**src/rtl/plataform_scroller.sv**
```systemverilog
// Vertical platform position generator: NUM_PLAT equally spaced platforms that
// move down one row per divided tick, continuously or as a counted scroll request.
module plataform_scroller #(
  parameter int NUM_PLAT = 4,
  parameter int HEIGHT   = 30,
  parameter int SPACING  = 120,
  parameter int SCREEN_H = 480,
  parameter int TICK_DIV = 840000,
  parameter int CNT_W    = 20
) (
  input  logic                  clk,
  input  logic                  rst,
  input  logic                  scroll_en,
  input  logic                  req_valid,
  input  logic [9:0]            req_amount,
  output logic                  req_ready,
  output logic                  busy,
  output logic                  done,
  input  logic [9:0]            pix_y,
  output logic [10*NUM_PLAT-1:0] plat_start,
  output logic                  plat_hit,
  output logic [3:0]            plat_idx
);

  typedef enum logic [1:0] {
    IDLE   = 2'd0,
    SCROLL = 2'd1,
    DONE   = 2'd2
  } state_t;

  localparam logic [CNT_W-1:0] DIV_LAST    = CNT_W'(TICK_DIV - 1);
  localparam logic [9:0]       SCREEN_LAST = 10'(SCREEN_H - 1);

  state_t                     state_q, state_d;
  logic [CNT_W-1:0]           div_q, div_d;
  logic [9:0]                 rem_q, rem_d;
  logic [NUM_PLAT-1:0][9:0]   start_q, start_d;
  logic                       req_ready_q, req_ready_d;
  logic                       busy_q, busy_d;
  logic                       done_q, done_d;
  logic                       run, tick, step;
  logic [NUM_PLAT-1:0]        hit_vec;

  always_comb begin
    run     = (state_q == SCROLL) || ((state_q == IDLE) && scroll_en);
    tick    = run && (div_q == DIV_LAST);
    div_d   = (!run || tick) ? '0 : div_q + CNT_W'(1);
    state_d = state_q;
    rem_d   = rem_q;
    step    = 1'b0;

    case (state_q)
      IDLE: begin
        // An accepted request restarts the divider and suppresses any coincident continuous step.
        if (req_valid) begin
          div_d = '0;
          if (req_amount != 10'd0) begin
            rem_d   = req_amount;
            state_d = SCROLL;
          end else begin
            state_d = DONE;
          end
        end else if (tick) begin
          step = 1'b1;
        end
      end
      SCROLL: begin
        if (tick) begin
          step  = 1'b1;
          rem_d = rem_q - 10'd1;
          if (rem_q == 10'd1) state_d = DONE;
        end
      end
      DONE:    state_d = IDLE;
      default: state_d = IDLE;
    endcase

    for (int unsigned i = 0; i < NUM_PLAT; i++) begin
      start_d[i] = start_q[i];
      if (step) start_d[i] = (start_q[i] == SCREEN_LAST) ? '0 : start_q[i] + 10'd1;
    end

    req_ready_d = (state_d == IDLE);
    busy_d      = (state_d != IDLE);
    done_d      = (state_d == DONE);
  end

  always_ff @(posedge clk or posedge rst) begin
    if (rst) begin
      state_q     <= IDLE;
      div_q       <= '0;
      rem_q       <= '0;
      req_ready_q <= 1'b1;
      busy_q      <= 1'b0;
      done_q      <= 1'b0;
      for (int unsigned i = 0; i < NUM_PLAT; i++) start_q[i] <= 10'(i * SPACING);
    end else begin
      state_q     <= state_d;
      div_q       <= div_d;
      rem_q       <= rem_d;
      req_ready_q <= req_ready_d;
      busy_q      <= busy_d;
      done_q      <= done_d;
      start_q     <= start_d;
    end
  end

  // Bands are compared in 11 bits so a platform near the bottom never wraps to row 0.
  always_comb begin
    plat_idx = '0;
    for (int unsigned i = 0; i < NUM_PLAT; i++) begin
      hit_vec[i] = ({1'b0, pix_y} >= {1'b0, start_q[i]}) &&
                   ({1'b0, pix_y} <  ({1'b0, start_q[i]} + 11'(HEIGHT)));
    end
    for (int unsigned j = 0; j < NUM_PLAT; j++) begin
      if (hit_vec[NUM_PLAT-1-j]) plat_idx = 4'(NUM_PLAT - 1 - j);
    end
  end

  assign plat_hit   = |hit_vec;
  assign plat_start = start_q;
  assign req_ready  = req_ready_q;
  assign busy       = busy_q;
  assign done       = done_q;

endmodule

```
**config.mk**
```make
export PLATFORM = sky130hd
export DESIGN_NAME = plataform_scroller
export DESIGN_NICKNAME = d
export VERILOG_FILES = /design/src/rtl/plataform_scroller.sv
export SDC_FILE = /design/constraint.sdc
export NUM_CORES = 1
export LEC_CHECK = 0
export CAP_MARGIN = 15
export CORE_UTILIZATION = 59
export CTS_BUF_LIST = sky130_fd_sc_hd__clkbuf_4 sky130_fd_sc_hd__clkbuf_8
export CTS_CLUSTER_DIAMETER = 100
export CTS_CLUSTER_SIZE = 40
export DETAILED_ROUTE_END_ITERATION = 16
export GPL_TIMING_DRIVEN = 0
export PLACE_DENSITY_LB_ADDON = 0.2
export RECOVER_POWER = 100
export SYNTH_ARGS = -nofsm -noshare
export SYNTH_HDL_FRONTEND = slang
export SYNTH_SLANG_ARGS = --single-unit
export TNS_END_PERCENT = 30
```
**constraint.sdc**
```tcl
create_clock -name clk -period 3.8 [get_ports clk]
set_input_delay 0.57 -clock clk [delete_from_list [all_inputs] [get_ports clk]]
set_output_delay 0.57 -clock clk [all_outputs]
set_load 0.005 [all_outputs]
```
==> results of run 1 <==
[cell families after synthesis]
family / count (synthesis) / synth area share [%]
AOI/OAI and AO/OA: 150 / 15.62
xor gates and xnor gates: 61 / 8.763
adders and majority gates: 91 / 18.67
buffers and inverters: 69 / 4.474
DFF: 75 / 31.05
muxes: 3 / 0.4925
other: 1 / 0.06150
and+or+nand+nor: 253 / 20.87
[report_power, final]
part	total [mW]	switching [mW]	leakage, nW	internal (mW)
sequential	0.877	0.0443	0.890	0.833
clock	0.740	0.345	0.117	0.395
combinational	0.269	0.144	2.01	0.124
[metrics by stage]
stage | instance area [sq um] | setup slack, ns | hold WS (ns) | setup TNS, ns
floorplan | 6101 | 0.5620 | 0.4532 | 0
global placement | 6958 | -0.1448 | 0.4796 | -0.3030
detailed placement | 6960 | -0.2695 | 0.5110 | -0.5410
CTS | 7307 | -0.0005034 | 0.5240 | -0.0005034
global route | 7356 | -0.1137 | 0.5407 | -0.2881
finish | 7356 | 0.002399 | 0.5231 | 0
[state kept, by name (all words and copies together), names as in the netlist]
signal	cells
req_ready	1
busy	1
div_q	20
state_q	2
rem_q	10
done	1
plat_start	40
[layer usage]
| metal | vias to the layer above | part of all wire, % |
|---|---|---|
| met2 | 196 | 50 |
| met4 | 0 | 4.3 |
| met1 | 2726 | 40 |
| li1 | 2700 | - |
| met5 | - | 0 |
| met3 | 62 | 5.5 |
[final timing paths]
path	endpoint	cells past startpoint	slack [ns]
max in group asynchronous	plat_start[21]	2	2.27
hold reg to reg	rem_q[4]	2	0.52
min in group asynchronous	div_q[6]	2	0.86
setup reg to reg	plat_start[3]	8	0.96
hold / removal	rem_q[4]	2	0.52
setup / recovery	plat_hit	11	0.002
[cell usage after synthesis, types with 13 or more instances]
cell / count
nor3_1: 22
inv_1: 47
clkbuf_1: 16
dfrtp_1: 62
a21oi_1: 30
nor2_1: 77
nand2_1: 52
nand4_1: 16
dfstp_2: 13
a21o_1: 15
ha_1: 91
o21ai_0: 45
xnor2_1: 52
nand3_1: 26
[final cells by class]
type                       instances  area [sq um]
buffer                            16         73.82
clock buffer                      10         137.6
clock inverter                     6         95.09
fill                             730          2554
inverter                          48         182.7
multi-input combinational        560          4031
sequential                        75          1903
tap                              133         166.4
timing repair buffer              81         765.7
[timing repair]
item | CTS | global route
resized for setup | 27 | 8
buffers inserted | 9 | 3
pin swaps | 6 | 7
endpoints found under the setup margin | 3 | 3
[tightest hold or removal path: stages (launching register included)]
cell and delay, ns:
dfrtp_1 0.34, o21ai_0 0.07, o21ai_0 0.08
==> flow_summary.yaml, run 1 <==
critical_path:
  crit_type: "register to primary output"
  arrival_ns: 3.23
  start_kind: "register"
  endpoint_kind: "primary output"
  crit_buf_inv: 2
  crit_fanout: 2
  path_cells: "or4_4 > nand4_1 > xnor2_1 > ha_1 > a21o_1 > a211o_1 > or2_4 > a311oi_4 > buf_4 > nand4b_1 > buf_2"
  crit_family: "simple AND/OR/NAND/NOR gates"
  crit_path_start: "plat_start[3]"
  slowest_stage: "or4_4"
  reg2reg_from: "div_q[0]"
  required_ns: 3.23
  max_stage_delay_ns: 0.54
clock_tree:
  cts_tree: "yes"
  htree_levels: 3
  clockBufferDepth: 2
  clk_latency_ns: 0.38
  cts_root_buffer: "clkbuf_8"
  numCtsBuffers: 9
  hold_buffers: 0
  path_clk_slew_ns: 0.10
  cts.sinks: 75
route:
  vias: 5684
  avgViaCountPerCell: 6.118
  wl_mm: 15.95
  wl_per_cell_microns: 17.17
  drcViolationCount: 0
  firstDrtPassIters: 5
  drt_iter0_markers: 261
  final_antenna_net_count: 0
synthesis:
  netlist_area_sq_um: 6097
  synth-main-ff-cell: "dfrtp_1"
  ys_seq_elements: 75
  synth_edf_count: 0
  synth-seq-area-share_pct: 31.05
  synth_top_area_cell: "dfrtp_1"
  yosysWarnings: 0
  synth_top_area_share_pct: 25.45
  synthTopCellsByArea: "dfrtp_1 25%, ha_1 19%, xnor2_1 7.5%"
  yosysUniqueCellTypes: 61
  async_flop_share_pct: 100.0
  syn_area_per_cell_sq_um: 8.673
  postSynthCellCount: 703
power:
  ir_worst_vdd_mv: 0.3393
  total_power_mw: 1.885
  power.leakage_nw: 3.017
  powerDensity_nw_per_um2: 256.3
grt:
  grt_util_met2_pct: 54.65
  grt_pass1_vias: 5655
  met1_usage_pct: 34.50
  grt_max_degree: 76
  grt_pass1_wl_mm: 26.50
  overflow: 0
  grt_use_met3_pct: 6.419
  globalRoute.busiestLayer: "met2"
  antenna_found_initial: 0
  grt_usage_pct: 30.60
die:
  num_rows: 36
  dieWidth_microns: 103.7
  initial_core_util_pct: 61.53
  die_area_sq_um: 10740
  core_area_sq_um: 9910
  die_h_microns: 103.7
  io_pins: 72
finish:
  fin_cells: 929
  nets: 906
  drive_gt1_share_pct: 9.799
  diodes: 0
  final_core_util_pct: 74.23
  final_cell_mix: "89 x ha_1, 77 x nor2_1, 54 x dfrtp_1, 52 x nand2_1, 52 x xnor2_1"
  syn2layout_area_growth_pct: 20.64
  final_common_cell: "ha_1"
place:
  port-buffer-count: 69
  place_inst: 906
  dp_hpwl_mm: 11.42
  place_congestion: 0.9357
sta:
  rsz0062_at_grt: "yes"
  hold_viol: 0
  clock_skew_ns: 0.01149
  fin_crit_ns: 3.798
  post-route-period-util_pct: 99.94
  drv_slew: 0
  max_slew_margin_pct: 39.07
  clock.fmax_ghz: 0.2633
  setup_viol_count_final: 0
  worst_pin_slew_ns: 0.9140
hold_path:
  hold_path_startpoint: "rem_q[4]"
  min_path_type: "register to register"
flow_run:
  maxCapViolCount: 0
status:
  status: "finished, final reports clean"
No activity file was read; power rests on OpenSTA's default activity.
==> run 2: changes to the inputs <==
--- a/config.mk
+++ b/config.mk
@@ -6,13 +6,16 @@
 export NUM_CORES = 1
 export LEC_CHECK = 0
 export CAP_MARGIN = 15
-export CORE_UTILIZATION = 59
+export CELL_PAD_IN_SITES_DETAIL_PLACEMENT = 0
+export CELL_PAD_IN_SITES_GLOBAL_PLACEMENT = 1
+export CORE_UTILIZATION = 45
 export CTS_BUF_LIST = sky130_fd_sc_hd__clkbuf_4 sky130_fd_sc_hd__clkbuf_8
 export CTS_CLUSTER_DIAMETER = 100
 export CTS_CLUSTER_SIZE = 40
 export DETAILED_ROUTE_END_ITERATION = 16
 export GPL_TIMING_DRIVEN = 0
-export PLACE_DENSITY_LB_ADDON = 0.2
+export HOLD_SLACK_MARGIN = 0.15
+export PLACE_DENSITY_LB_ADDON = 0.1
 export RECOVER_POWER = 100
 export SYNTH_ARGS = -nofsm -noshare
 export SYNTH_HDL_FRONTEND = slang
==> flow_summary.yaml, run 2 (synthesis results as in run 1) <==
status:
  status: "complete, but fails checks"
  violations: "capacitance limit, slew limit"
critical_path:
  start_kind: "register"
  required_ns: 3.23
  crit_type: "register to primary output"
  arrival_ns: 3.22
  max_stage_delay_ns: 0.52
  crit_family: "simple AND/OR/NAND/NOR gates"
  crit_fanout: 2
  path_cells: "or4_4 > nand4_1 > xnor2_1 > ha_1 > a21o_1 > a211o_1 > or2_4 > a311oi_2 > buf_4 > buf_6 > a221oi_2 > buf_2"
  slowest_stage: "or4_4"
  endpoint_kind: "primary output"
  crit_buf_inv: 3
clock_tree:
  clk_latency_ns: 0.39
  htree_levels: 3
  cts.sinks: 75
  path_clk_slew_ns: 0.09
  cts_root_buffer: "clkbuf_8"
  numCtsBuffers: 9
  clockBufferDepth: 2
  cts_tree: "yes"
flow_run:
  maxCapViolCount: 1
die:
  core_area_sq_um: 13240
  io_pins: 72
  die_h_microns: 118.4
  dieWidth_microns: 118.4
  num_rows: 42
  initial_core_util_pct: 46.04
  die_area_sq_um: 14020
sta:
  clock_skew_ns: 0.01899
  post-route-period-util_pct: 99.79
  drv_slew: 67
  fin_crit_ns: 3.792
  worst_pin_slew_ns: 1.662
  max_slew_margin_pct: -10.80
  rsz0062_at_grt: "yes"
  hold_viol: 0
  setup_viol_count_final: 0
  clock.fmax_ghz: 0.2637
  finalSetupTns_ns: 0
route:
  avgViaCountPerCell: 5.521
  final_antenna_net_count: 0
  vias: 5427
  drcViolationCount: 0
  wl_mm: 15.51
  firstDrtPassIters: 4
  drt_iter0_markers: 251
  wl_per_cell_microns: 15.78
finish:
  final_common_cell: "ha_1"
  fin_cells: 983
  syn2layout_area_growth_pct: 21.61
  diodes: 0
  fill_cells: 1252
  final_core_util_pct: 55.99
  final_cell_mix: "91 x ha_1, 77 x nor2_1, 54 x dfrtp_1, 52 x nand2_1, 52 x xnor2_1"
  largest_reg_flops: 40
  drive_gt1_share_pct: 10.66
  nets: 917
power:
  power.leakage_nw: 3.045
  total_power_mw: 1.757
  powerDensity_nw_per_um2: 236.9
  ir_worst_vdd_mv: 0.2320
grt:
  grt_max_degree: 67
  grt_pass1_wl_mm: 25.93
  grt_pass1_vias: 5379
  antenna_found_initial: 0
  grt_usage_pct: 23.34
  overflow: 0
place:
  dp_hpwl_mm: 11.61
  place_congestion: 0.8311
  port-buffer-count: 69
  place_inst: 950
hold_path:
  min_path_type: "register to register"
## run 2: changes by cell type in the layout (fill, tap and decap cells not counted), moves of 2 or more
cell,delta
ha_1,+2
clkbuf_2,+2
buf_4,+7
ha_2,-2
bufinv_16,-2
clkbuf_1,+2
dlygate4sd3_1,-3
clkdlybuf4s50_1,+3
## run 2: timing repair
action,CTS,global route
endpoints found under the hold margin,0,0
gates resized for setup,23,8
setup buffers,7,13
hold buffers,0,0
setup endpoints to repair,3,3
pin swaps,6,3
## run 2: power by group
part           switching, mW  total, mW  internal, mW
Combinational          0.138      0.263         0.125
Sequential            0.0437      0.876         0.833
Clock                  0.350      0.617         0.267
## run 2: cell type report
class | instances | area (sq um) | share of cell area (%)
plain buffers | 18 | 81.33 | 1.097
flip-flops and latches | 75 | 1903 | 25.67
repair buffers | 90 | 834.6 | 11.26
multi-input cells | 560 | 4003 | 53.98
clock inverters | 6 | 53.80 | 0.7256
clock buffers | 10 | 137.6 | 1.856
inverters | 48 | 181.4 | 2.447
well taps | 176 | 220.2 | 2.970
## run 2: metal layers
| layer | wire length [microns] | vias to the layer above | global-route usage, % |
|---|---|---|---|
| li1 | - | 2730 | - |
| met1 | 6780 | 2590 | 28.00 |
| met2 | 7765 | 88 | 40.44 |
| met3 | 647 | 19 | 5.502 |
| met4 | 313 | 0 | 8.782 |
| met5 | 0 | - | 0 |
## run 2: worst paths after layout
path | startpoint | end | slack, ns | cells past startpoint
max in group asynchronous | rst | plat_start[22] | 1.15 | 3
min reg2reg | div_q[0] | div_q[0] | 0.51 | 1
max reg2reg | div_q[0] | plat_start[3] | 0.93 | 8
min in group asynchronous | rst | state_q[1] | 0.61 | 2
min | div_q[0] | div_q[0] | 0.51 | 1
max | plat_start[3] | plat_idx[1] | 0.008 | 12
## run 2: metrics by stage
step / instance area, sq um / hold WS, ns / worst slack, ns
final: 7415 / 0.5125 / 0.007894
after global routing: 7415 / 0.5365 / -0.1193
after CTS: 7327 / 0.4085 / -0.008469
after detailed placement: 7042 / 0.4867 / -0.1942
after global placement: 7012 / 0.4829 / -0.1958
after floorplan: 6101 / 0.4532 / 0.5620
## run 2: worst reg2reg max path: cells and delay by family (launching register included)
family,cells,cell delay [ns]
AND/OR/NAND/NOR,3,1.03
buffers and inverters,2,0.68
flip-flops,1,0.42
AO/OA/AOI/OAI,2,0.37
adder cells (fa/ha/maj),1,0.24
